### config.mk
export PLATFORM = sky130hd
export DESIGN_NAME = up_counter
export DESIGN_NICKNAME = d
export VERILOG_FILES = /design/src/rtl/up_counter.sv
export SDC_FILE = /design/constraint.sdc
export NUM_CORES = 1
export LEC_CHECK = 0
export ABC_AREA = 0
export CAP_MARGIN = 15
export CORE_AREA = 5 5 42 44
export CTS_CLUSTER_DIAMETER = 60
export DETAILED_ROUTE_END_ITERATION = 10
export DIE_AREA = 0 0 47 49
export PLACE_DENSITY_LB_ADDON = 0.25
export SLEW_MARGIN = 20
export SYNTH_ARGS = -nofsm -noshare
export SYNTH_HDL_FRONTEND = slang
export SYNTH_SLANG_ARGS = --single-unit
### constraint.sdc
create_clock -name clk -period 2.35 [get_ports clk]
set_clock_uncertainty 0.05 [all_clocks]
set_input_delay 0.705 -clock clk [delete_from_list [all_inputs] [get_ports clk]]
set_output_delay 0.705 -clock clk [all_outputs]
set_load 0.03 [all_outputs]
### src/rtl/up_counter.sv
// Free-running binary up-counter with a configurable step, initial value and modulus.
// Provides the registered count and a terminal-count flag for the last value before wrap.
module up_counter #(
    parameter int unsigned     G_WIDTH   = 8,
    parameter longint unsigned G_STEP    = 1,
    parameter longint unsigned G_INIT    = 0,
    parameter longint unsigned G_MODULUS = 0
) (
    input  logic               clk,
    input  logic               reset,
    output logic [G_WIDTH-1:0] out,
    output logic               tc
);

    localparam int unsigned SW = G_WIDTH + 1;

    // A zero modulus selects the natural 2**G_WIDTH rollover.
    localparam logic [SW-1:0]      MOD      = (G_MODULUS == 64'd0) ? (SW'(1) << G_WIDTH)
                                                                    : SW'(G_MODULUS);
    localparam logic [SW-1:0]      STEP_EXT = SW'(G_STEP);
    localparam logic [G_WIDTH-1:0] INIT_VAL = G_WIDTH'(G_INIT);

    logic [G_WIDTH-1:0] cnt;
    logic [SW-1:0]      sum_c;
    logic               wrap_c;
    logic [G_WIDTH-1:0] next_c;

    // One extra bit on the sum keeps the wrap compare free of overflow.
    always_comb begin
        sum_c  = {1'b0, cnt} + STEP_EXT;
        wrap_c = (sum_c >= MOD);
        next_c = wrap_c ? G_WIDTH'(sum_c - MOD) : G_WIDTH'(sum_c);
    end

    always_ff @(posedge clk or posedge reset) begin
        if (reset) begin
            cnt <= INIT_VAL;
        end else begin
            cnt <= next_c;
        end
    end

    assign out = cnt;
    assign tc  = wrap_c;

endmodule

# Yosys cells after proc, flatten, opt, wreduce, memory -nomap -nowiden

Cells that the tools add are included.

Flip-flop bits (word level): 8
Bits in latches: 0
Memory bits (writable): 0
Memory bits (read-only): 0
Memories: 0

$add $sub $neg: 2
Multipliers: 0
Divide/modulo/power cells: 0
Magnitude comparators: 1
Eq/ne operators: 0
Shift-type cells: 0
Multiplexer cells: 1
Bitwise operators: 0
Reduce and logical (&&, ||, !) cells: 0

Operators with widths:

| kind                                                                | number |
|---|---|
| 8-bit by 1-bit adder with 9-bit output (second input constant)      | 1 |
| 9-bit greater-or-equal comparator (second input constant)           | 1 |
| 8-bit two-way mux                                                   | 1 |
| 8-bit by 1-bit subtractor with 8-bit output (second input constant) | 1 |

# Logic depth before layout (Yosys ltp)

Gate-level depths: netlist (run 1).

Depth in word-level cells: 3
Depth in mapped cells: 4

# Worst setup path after synthesis (run 1)

No wires, ideal clock.

Path kind: register to output
From: register cnt[0] (netlist: out[0])
To: output tc
Data arrival time: 1335 ps
Data required time: 1595 ps
Setup slack: 260 ps
Cell stages (with the launch flop): 5
Cell sequence: dfrtp_1 > ha_1 > nand2_1 > nor2_1 > and3_1

Cells in the longest elaborated chain, start to end: 2

RTL lines:

| element                                | RTL line | RTL |
|---|---|---|
| from (decl)                            | 23       | `logic [G_WIDTH-1:0] cnt;` |
| from (signal assigned)                 | 39       | `cnt <= next_c;` |
| 8-bit by 1-bit adder with 9-bit output | 30       | `sum_c = {1'b0, cnt} + STEP_EXT;` |
| 9-bit greater-or-equal comparator      | 31       | `wrap_c = (sum_c >= MOD);` |
| to (decl)                              | 12       | `output logic tc` |

No other way between the ends.

# Worst setup path after layout (run 1)

Ends and elaborated chain as after synthesis.

==> results.py, run 1 <==
metrics = {
    "clock_network": {
        "clk_pin_slew_worst_paths_ps": 60,
        "clkLatencyLatePin_ps": 260,
        "cts_made_buffers": 3,
        "cts_buffer_depth": 2,
        "numClockSinks": 8,
        "root_buffer": "clkbuf_4",
        "cts.repair.resized": 0,
        "cts_setup_buffers": 0,
        "htreeDepth": 1,
        "cts_hold_buf": 0,
        "cts_tree": "built",
    },
    "layout": {
        "nNetsFinal": 45,
        "n_antenna_cell": 0,
        "area.growth.synth_to_final_pct": 42.7,
        "largest_reg_flops": 8,
        "drive_gt1_share_pct": 15.0,
        "fillers": 151,
    },
    "critical_path": {
        "cp.required_ps": 1590,
        "slowest_stage": "dfrtp_1",
        "arrival_ps": 1460,
        "crit_family": "simple AND/OR/NAND/NOR gates",
        "startpoint_type": "flop",
        "critPathKind": "flop to output port",
        "path_cells": "ha_1 > nand2_1 > nor2_1 > and3_1 > buf_4",
        "critPathMaxStageDelay_ps": 400,
        "path_buf_inv": 1,
        "cp_max_fo": 4,
        "end_kind": "output port",
    },
    "synthesis": {
        "synth_most_common_cell": "dfrtp_1",
        "synthFlopType": "dfrtp_1",
        "synth_cells": 27,
        "synth_cell_type_count": 11,
        "yosysTopAreaCell": "dfrtp_1",
        "syn_avg_cell_area_sq_um": 12.1,
        "yosys-top-cells-count": "dfrtp_1 (8), inv_1 (3), xnor2_1 (3), xor2_1 (3)",
        "seq_area_frac_synth_pct": 61.1,
        "synth-edff-count": 0,
        "yosysTopAreaCellShare_pct": 61.1,
        "ys_ff_latch": 8,
        "syn-cell-area_sq_um": 328,
        "async_reset_ff_share_pct": 100,
        "synth_area_leaders": "dfrtp_1 (61%), xnor2_1 (8.0%), xor2_1 (8.0%), ha_1 (3.8%), inv_1 (3.4%)",
        "yosys_warnings": 0,
        "syn-num-nets": 30,
    },
    "floorplan": {
        "row_count": 14,
        "fp.dieH_um": 49,
        "io_pins": 11,
        "die_w_um": 47,
        "die_area_sq_um": 2300,
        "core-area_sq_um": 1400,
        "start_util_pct": 23.4,
    },
    "placed_design": {
        "portBuffers": 10,
        "gp_congestion": 0.655,
    },
    "detailed_routing": {
        "wl_met3_um": 57,
        "drc_errors": 0,
        "drt_pass1_iterations": 4,
        "wirelength_um": 674,
        "route.met2.wl_um": 324,
        "drt-initial-drc-count": 3,
        "routedWlPerCell_um": 12.0,
        "top_layer": "met4",
        "avgViaCountPerCell": 4.27,
        "wirelength_met1_um": 277,
        "ant_nets": 0,
        "vias": 239,
    },
    "global_route": {
        "grt_max_degree": 9,
        "overflow": 0,
        "grt_pass1_vias": 254,
        "antenna_found_initial": 0,
        "grt_first_pass_wirelength_um": 1080,
        "grtUsageTotal_pct": 6.75,
    },
    "timing": {
        "tightestPinTransition_ps": 313,
        "finalMaxSlewViolations": 0,
        "fin_setup_tns_ps": 0,
        "rsz0062_at_grt": "no",
        "fin_crit_sh_pct": 94.2,
        "finalSetupViolCount": 0,
        "max-slew-margin-rel_pct": 79.1,
        "fin_crit_ps": 2210,
        "hold_viol": 0,
        "fmax_mhz": 452,
    },
    "power_and_ir_drop": {
        "leakage_uw": 0.000209,
        "power_uw": 252,
        "vdd.ir_drop.worst_uv": 165,
        "power_density_nw_per_um2": 539,
    },
    "status": {
        "outcome": "finished, final reports clean",
    },
    "job": {
        "max_cap_viol_count": 0,
    },
    "worst_hold_path": {
        "hp-class": "flop to flop",
    },
}
==> per-layer routing <==
layer,up-vias,GRT usage [%]
met4,0,5.53
met3,2,2.21
met5,-,0
li1,111,-
met2,9,10.4
met1,117,7.00
==> final cells by class <==
| type | count | area [sq um] | share of cell area (%) |
|---|---|---|---|
| clock buffer | 3 | 22.5 | 4.81 |
| sequential | 8 | 200 | 42.8 |
| tap | 16 | 20.0 | 4.28 |
| timing repair buffer | 10 | 97.6 | 20.9 |
| multi-input combinational | 16 | 116 | 24.9 |
| inverter | 3 | 11.3 | 2.41 |
==> cell families after synthesis <==
kind of cell	after synthesis	synth area share, %
xor+xnor	6	16.0
fa+ha+maj	1	3.82
buf+inv	3	3.43
flops	8	61.1
simple gates	9	15.7
==> power by group <==
| part | switching (uW) | leakage (uW) | internal, uW |
|---|---|---|---|
| registers | 0 | 0.0000973 | 138 |
| clock network | 51.2 | 0.0000138 | 58.7 |
| logic | 2.83 | 0.0000979 | 1.56 |
| total | 54.1 | 0.000209 | 198 |
==> layout by cell type, fill, tap and decap left out <==
cell type,n
inv_1,3
and3_1,1
nor2_1,2
clkbuf_4,3
xor2_1,3
nor3_2,1
buf_4,1
dfrtp_1,8
nand3_1,2
nand3_2,1
clkdlybuf4s50_1,9
ha_1,1
nand2_1,2
xnor2_1,3
==> final timing paths <==
check | from | to | slack (ps) | depth (start not counted)
worst max-delay path | out[0] | tc | 140 | 5
worst min-delay path | out[7] | out[7] | 440 | 1
worst max register to register | out[0] | out[6] | 1230 | 4
worst min register to register | out[7] | out[7] | 440 | 1
max in group asynchronous | reset | out[5] | 1370 | 2
min in group asynchronous | reset | out[6] | 650 | 2
==> metrics by stage <==
| stage | util (%) | cell area, sq um | setup slack (ps) | hold slack, ps | instances |
|---|---|---|---|---|---|
| floorplan | - | 328 | 260 | 471 | 27 |
| global placement | 31.8 | 445 | 454 | 421 | 53 |
| detailed placement | 31.8 | 445 | 412 | 435 | 53 |
| CTS | 33.4 | 468 | 125 | 446 | 56 |
| global route | 33.4 | 468 | 49.9 | 461 | 56 |
| finish | 33.4 | 468 | 137 | 436 | 56 |
Power figures use the tool's default switching activity.
==> inputs of run 2 (changes only) <==
Settings changed: GPL_TIMING_DRIVEN set to 0.
==> run 2 against run 1 <==
Combinational power about the same. First-iteration DRC count down 100%. Routed wire length up 0.89%. Sequential power about the same. Critical endpoint is now out[0]. Sequential share of layout area down 1.5 points. Worst hold slack worse by 2.4 ps. Setup slack better by 39 ps.
==> results.py, run 2 (same netlist as run 1, synthesis figures left out) <==
metrics = {
    "status": {
        "outcome": "finished, final reports clean",
    },
    "floorplan": {
        "start_util_pct": 23.4,
        "die_w_um": 47,
        "row_count": 14,
        "die_area_sq_um": 2300,
        "fp.dieH_um": 49,
        "core-area_sq_um": 1400,
        "io_pins": 11,
    },
    "layout": {
        "final_cell_area_sq_um": 485,
        "drive_gt1_share_pct": 23.8,
        "layout_commonest_cell": "clkdlybuf4s50_1",
        "nNetsFinal": 47,
        "n_antenna_cell": 0,
        "largest_reg_flops": 8,
        "utilization_pct": 34.6,
        "stdcell_count": 58,
        "final_cell_mix": "clkdlybuf4s50_1 (9), dfrtp_1 (8)",
        "area.growth.synth_to_final_pct": 48.1,
    },
    "power_and_ir_drop": {
        "leakage_uw": 0.000216,
        "power_density_nw_per_um2": 505,
        "power_uw": 245,
        "vdd.ir_drop.worst_uv": 216,
    },
    "critical_path": {
        "r2r_cells": 4,
        "startpoint_type": "flop",
        "path_buf_inv": 2,
        "cp_max_fo": 4,
        "end_kind": "output port",
        "critPathMaxStageDelay_ps": 650,
        "reg2reg_from": "out[0]",
        "rrSetupSlack_ps": 1240,
        "cp.required_ps": 1590,
        "path_cells": "buf_4 > clkdlybuf4s50_1",
        "crit_family": "buffers and inverters",
        "reg2reg_to": "out[7]",
        "arrival_ps": 1420,
        "slowest_stage": "clkdlybuf4s50_1",
        "critPathKind": "flop to output port",
        "crit_path_start": "out[0]",
    },
    "timing": {
        "finalSetupViolCount": 0,
        "rsz0062_at_grt": "no",
        "fin_ws_ps": 176,
        "finalMaxSlewViolations": 0,
        "fin_crit_ps": 2170,
        "max-slew-margin-rel_pct": 79.0,
        "fin_crit_sh_pct": 92.5,
        "tightestPinTransition_ps": 315,
        "fmax_mhz": 460,
        "hold_viol": 0,
    },
    "placed_design": {
        "portBuffers": 10,
        "placed_cell_area_sq_um": 448,
        "gp_congestion": 0.699,
        "pre_cts_ws_ps": -82.3,
        "dp_cells": 53,
    },
    "global_route": {
        "grt_pass1_vias": 268,
        "overflow": 0,
        "grt_first_pass_wirelength_um": 1150,
        "antenna_found_initial": 0,
        "grt_max_degree": 9,
        "grtUsageTotal_pct": 7.24,
    },
    "detailed_routing": {
        "drc_errors": 0,
        "routedWlPerCell_um": 11.7,
        "avgViaCountPerCell": 4.05,
        "ant_nets": 0,
        "drt_pass1_iterations": 1,
        "vias": 235,
        "wirelength_um": 680,
        "drt-initial-drc-count": 0,
    },
    "job": {
        "max_cap_viol_count": 0,
    },
    "clock_network": {
        "htreeDepth": 1,
        "cts_tree": "built",
        "cts_buffer_depth": 2,
        "cts_made_buffers": 3,
        "clk_pin_slew_worst_paths_ps": 50,
        "numClockSinks": 8,
        "cts_hold_buf": 0,
        "root_buffer": "clkbuf_4",
        "clkLatencyLatePin_ps": 250,
    },
    "worst_hold_path": {
        "hp-class": "flop to flop",
        "hold_depth": 1,
        "worstHoldEndpoint": "out[7]",
        "hp-start": "out[7]",
    },
}
## run 2: changes by cell type in the layout (fill, tap and decap cells not counted), sizes merged
cell | before | now
buf | 1 | 3
## run 2: worst max-delay path by stage
stage,endpoint,cells past startpoint
CTS,tc,5
global placement,tc,5
floorplan,tc,4
detailed placement,tc,5
global route,tc,5
finish,out[0],2
## run 2: layout make-up
class | count | area, sq um
fillers | 157 | 916
repair buffers | 12 | 110
multi-input cells | 16 | 121
well taps | 16 | 20.0
clock buffers | 3 | 22.5
inverters | 3 | 11.3
flip-flops and latches | 8 | 200
## run 2: timing repair
| action | CTS | global route |
|---|---|---|
| setup buffers | 0 | 2 |
| setup endpoints to repair | 1 | 1 |
| gates resized for setup | 3 | 4 |
## run 2: per-layer routing
layer	up-vias	track usage, %	routed length, um
li1	117	-	-
met1	108	7.88	272
met2	8	10.4	363
met3	2	3.32	40
met4	0	5.53	4
met5	-	0	0
## run 2: per-stage QoR
step,setup TNS [ps],hold slack (ps)
after global routing,0,453
after floorplan,0,471
final,0,434
after detailed placement,-82.3,432
after global placement,-69.9,418
after CTS,0,443
## run 2: power by group
group | internal [uW] | leakage, uW | switching [uW] | total (uW)
combinational | 1.56 | 0.000105 | 2.82 | 4.38
sequential | 138 | 0.0000973 | 0 | 138
clock | 58.3 | 0.0000138 | 44.5 | 103
total | 198 | 0.000216 | 47.3 | 245
==> inputs of run 3 (changes only) <==
--- a/constraint.sdc
+++ b/constraint.sdc
@@ -4,2 +4,2 @@
 set_output_delay 0.705 -clock clk [all_outputs]
-set_load 0.03 [all_outputs]
+set_load 0.1 [all_outputs]
==> run 3 against run 2 <==
Sequential cell count unchanged. Largest cell class unchanged. Critical path type unchanged. Global-route usage down 0.49 points. Via count down 5.5%. Core utilization down 0.36 points. Cell count down 3.4%. Largest power group unchanged. Sequential share of layout area up 2.0 points. Critical endpoint is now out[2]. Register-to-register slack better by 30 ps. Power about the same. Worst hold slack worse by 24 ps.
==> results.py, run 3 (same netlist as run 1, synthesis figures left out) <==
metrics = {
    "clock_network": {
        "clk_pin_slew_worst_paths_ps": 50,
        "numClockSinks": 8,
        "cts_buffer_depth": 2,
        "htreeDepth": 1,
        "cts_setup_buffers": 0,
        "root_buffer": "clkbuf_4",
        "clkLatencyLatePin_ps": 250,
        "cts_tree": "built",
        "cts_made_buffers": 3,
    },
    "power_and_ir_drop": {
        "internal-power_uw": 198,
        "power.net_switching_uw": 47.1,
        "combPwrFrac_pct": 1.7,
        "vdd.ir_drop.worst_uv": 250,
        "switching_share_pct": 19.2,
        "leakage_uw": 0.000220,
        "power_density_nw_per_um2": 510,
        "clock_power_share_pct": 42.0,
        "p_seq_share_pct": 56.3,
    },
    "layout": {
        "drive_gt1_share_pct": 35.0,
        "final_cell_mix": "dlygate4sd2_1 (8), dfrtp_2 (6)",
        "final_cell_area_sq_um": 480,
        "largest_reg_flops": 8,
        "n_antenna_cell": 0,
        "layout_commonest_cell": "dlygate4sd2_1",
        "nNetsFinal": 45,
        "area.growth.synth_to_final_pct": 46.6,
    },
    "critical_path": {
        "path_cells": "dlygate4sd2_1",
        "cp.required_ps": 1590,
        "arrival_ps": 1520,
        "critPathKind": "flop to output port",
        "startpoint_type": "flop",
        "critPathMaxStageDelay_ps": 870,
        "cp_max_fo": 5,
        "slowest_stage": "dlygate4sd2_1",
        "crit_family": "buffers and inverters",
        "end_kind": "output port",
        "path_buf_inv": 1,
    },
    "worst_hold_path": {
        "hp-class": "flop to flop",
    },
    "placed_design": {
        "gp_congestion": 0.680,
        "hpwl_um": 464,
        "placed_cell_area_sq_um": 460,
        "portBuffers": 10,
    },
    "timing": {
        "fmax_mhz": 440,
        "fin_crit_sh_pct": 96.7,
        "fin_crit_ps": 2270,
        "rsz0062_at_grt": "no",
        "hold_viol": 0,
        "tightestPinTransition_ps": 959,
        "whs_ps": 410,
        "max-slew-margin-rel_pct": 36.3,
        "finalSetupViolCount": 0,
        "finalMaxSlewViolations": 0,
    },
    "detailed_routing": {
        "drt-initial-drc-count": 4,
        "drc_errors": 0,
        "routedWlPerCell_um": 10.7,
        "drt_pass1_iterations": 4,
        "vias": 222,
        "avgViaCountPerCell": 3.96,
        "wirelength_um": 601,
        "ant_nets": 0,
    },
    "global_route": {
        "overflow": 0,
        "grt_max_degree": 9,
        "grt_first_pass_wirelength_um": 1050,
        "met3_usage_pct": 4.43,
        "use_met1_pct": 7.45,
        "grt_pass1_vias": 244,
        "grtUsageTotal_pct": 6.75,
        "use_met2_pct": 8.60,
        "top_usage_layer": "met2",
        "antenna_found_initial": 0,
    },
    "floorplan": {
        "die_w_um": 47,
        "fp.dieH_um": 49,
        "die_area_sq_um": 2300,
        "row_count": 14,
        "core-area_sq_um": 1400,
        "io_pins": 11,
        "start_util_pct": 23.4,
    },
    "status": {
        "outcome": "finished, final reports clean",
    },
    "job": {
        "max_cap_viol_count": 0,
    },
}
==> run 3: changes by cell type in the layout (fill, tap and decap cells not counted), moves of 2 or more <==
cell             change
dfrtp_1              -6
dfrtp_2              +6
dlygate4sd2_1        +8
buf_4                -2
clkdlybuf4s50_1      -8
==> run 3: worst paths after layout <==
kind / depth (start not counted) / end / from / slack [ps]
max: 1 / out[2] / out[2] / 80
max in group asynchronous: 2 / out[0] / reset / 1360
min in group asynchronous: 2 / out[6] / reset / 640
max reg2reg: 4 / out[6] / out[0] / 1270
min: 1 / out[0] / out[0] / 410
min reg2reg: 1 / out[0] / out[0] / 410
==> run 3: area by class of cell <==
cell class | instances | area [sq um]
inverter | 3 | 11.3
multi-input combinational | 16 | 124
fill | 148 | 921
sequential | 8 | 208
timing repair buffer | 10 | 95.1
tap | 16 | 20.0
clock buffer | 3 | 22.5
==> run 3: power groups by stage <==
stage                     Clock (uW)  Combinational [uW]  Sequential [uW]
final                            103                4.21              138
after global routing             117                5.06              138
after CTS                        110                4.50              138
after detailed placement           0                4.49              140
after global placement             0                4.35              140
after floorplan                    0                2.14              140
==> run 3: routing by layer <==
metal  wire length (um)  part of all wire (%)
met1                239                    40
met2                276                    46
met3                 69                    11
met4                 15                   2.5
met5                  0                     0
==> run 3: stage by stage <==
step	cells	power [uW]	worst slack (ps)	TNS, ps	utilization (%)
3_3_place_gp	53	145	-545	-545	32.9
6_report	56	245	76.9	0	34.3
4_1_cts	56	252	13.1	0	33.6
2_1_floorplan	27	142	12.5	0	-
5_1_grt	56	259	16.5	0	34.3
3_5_place_dp	53	145	-559	-559	32.9
==> run 3: what timing repair did <==
item	4_1_cts	5_1_grt
hold buffers	0	0
resized for setup	14	3
endpoints found under the setup margin	9	1
endpoints found under the hold margin	0	0
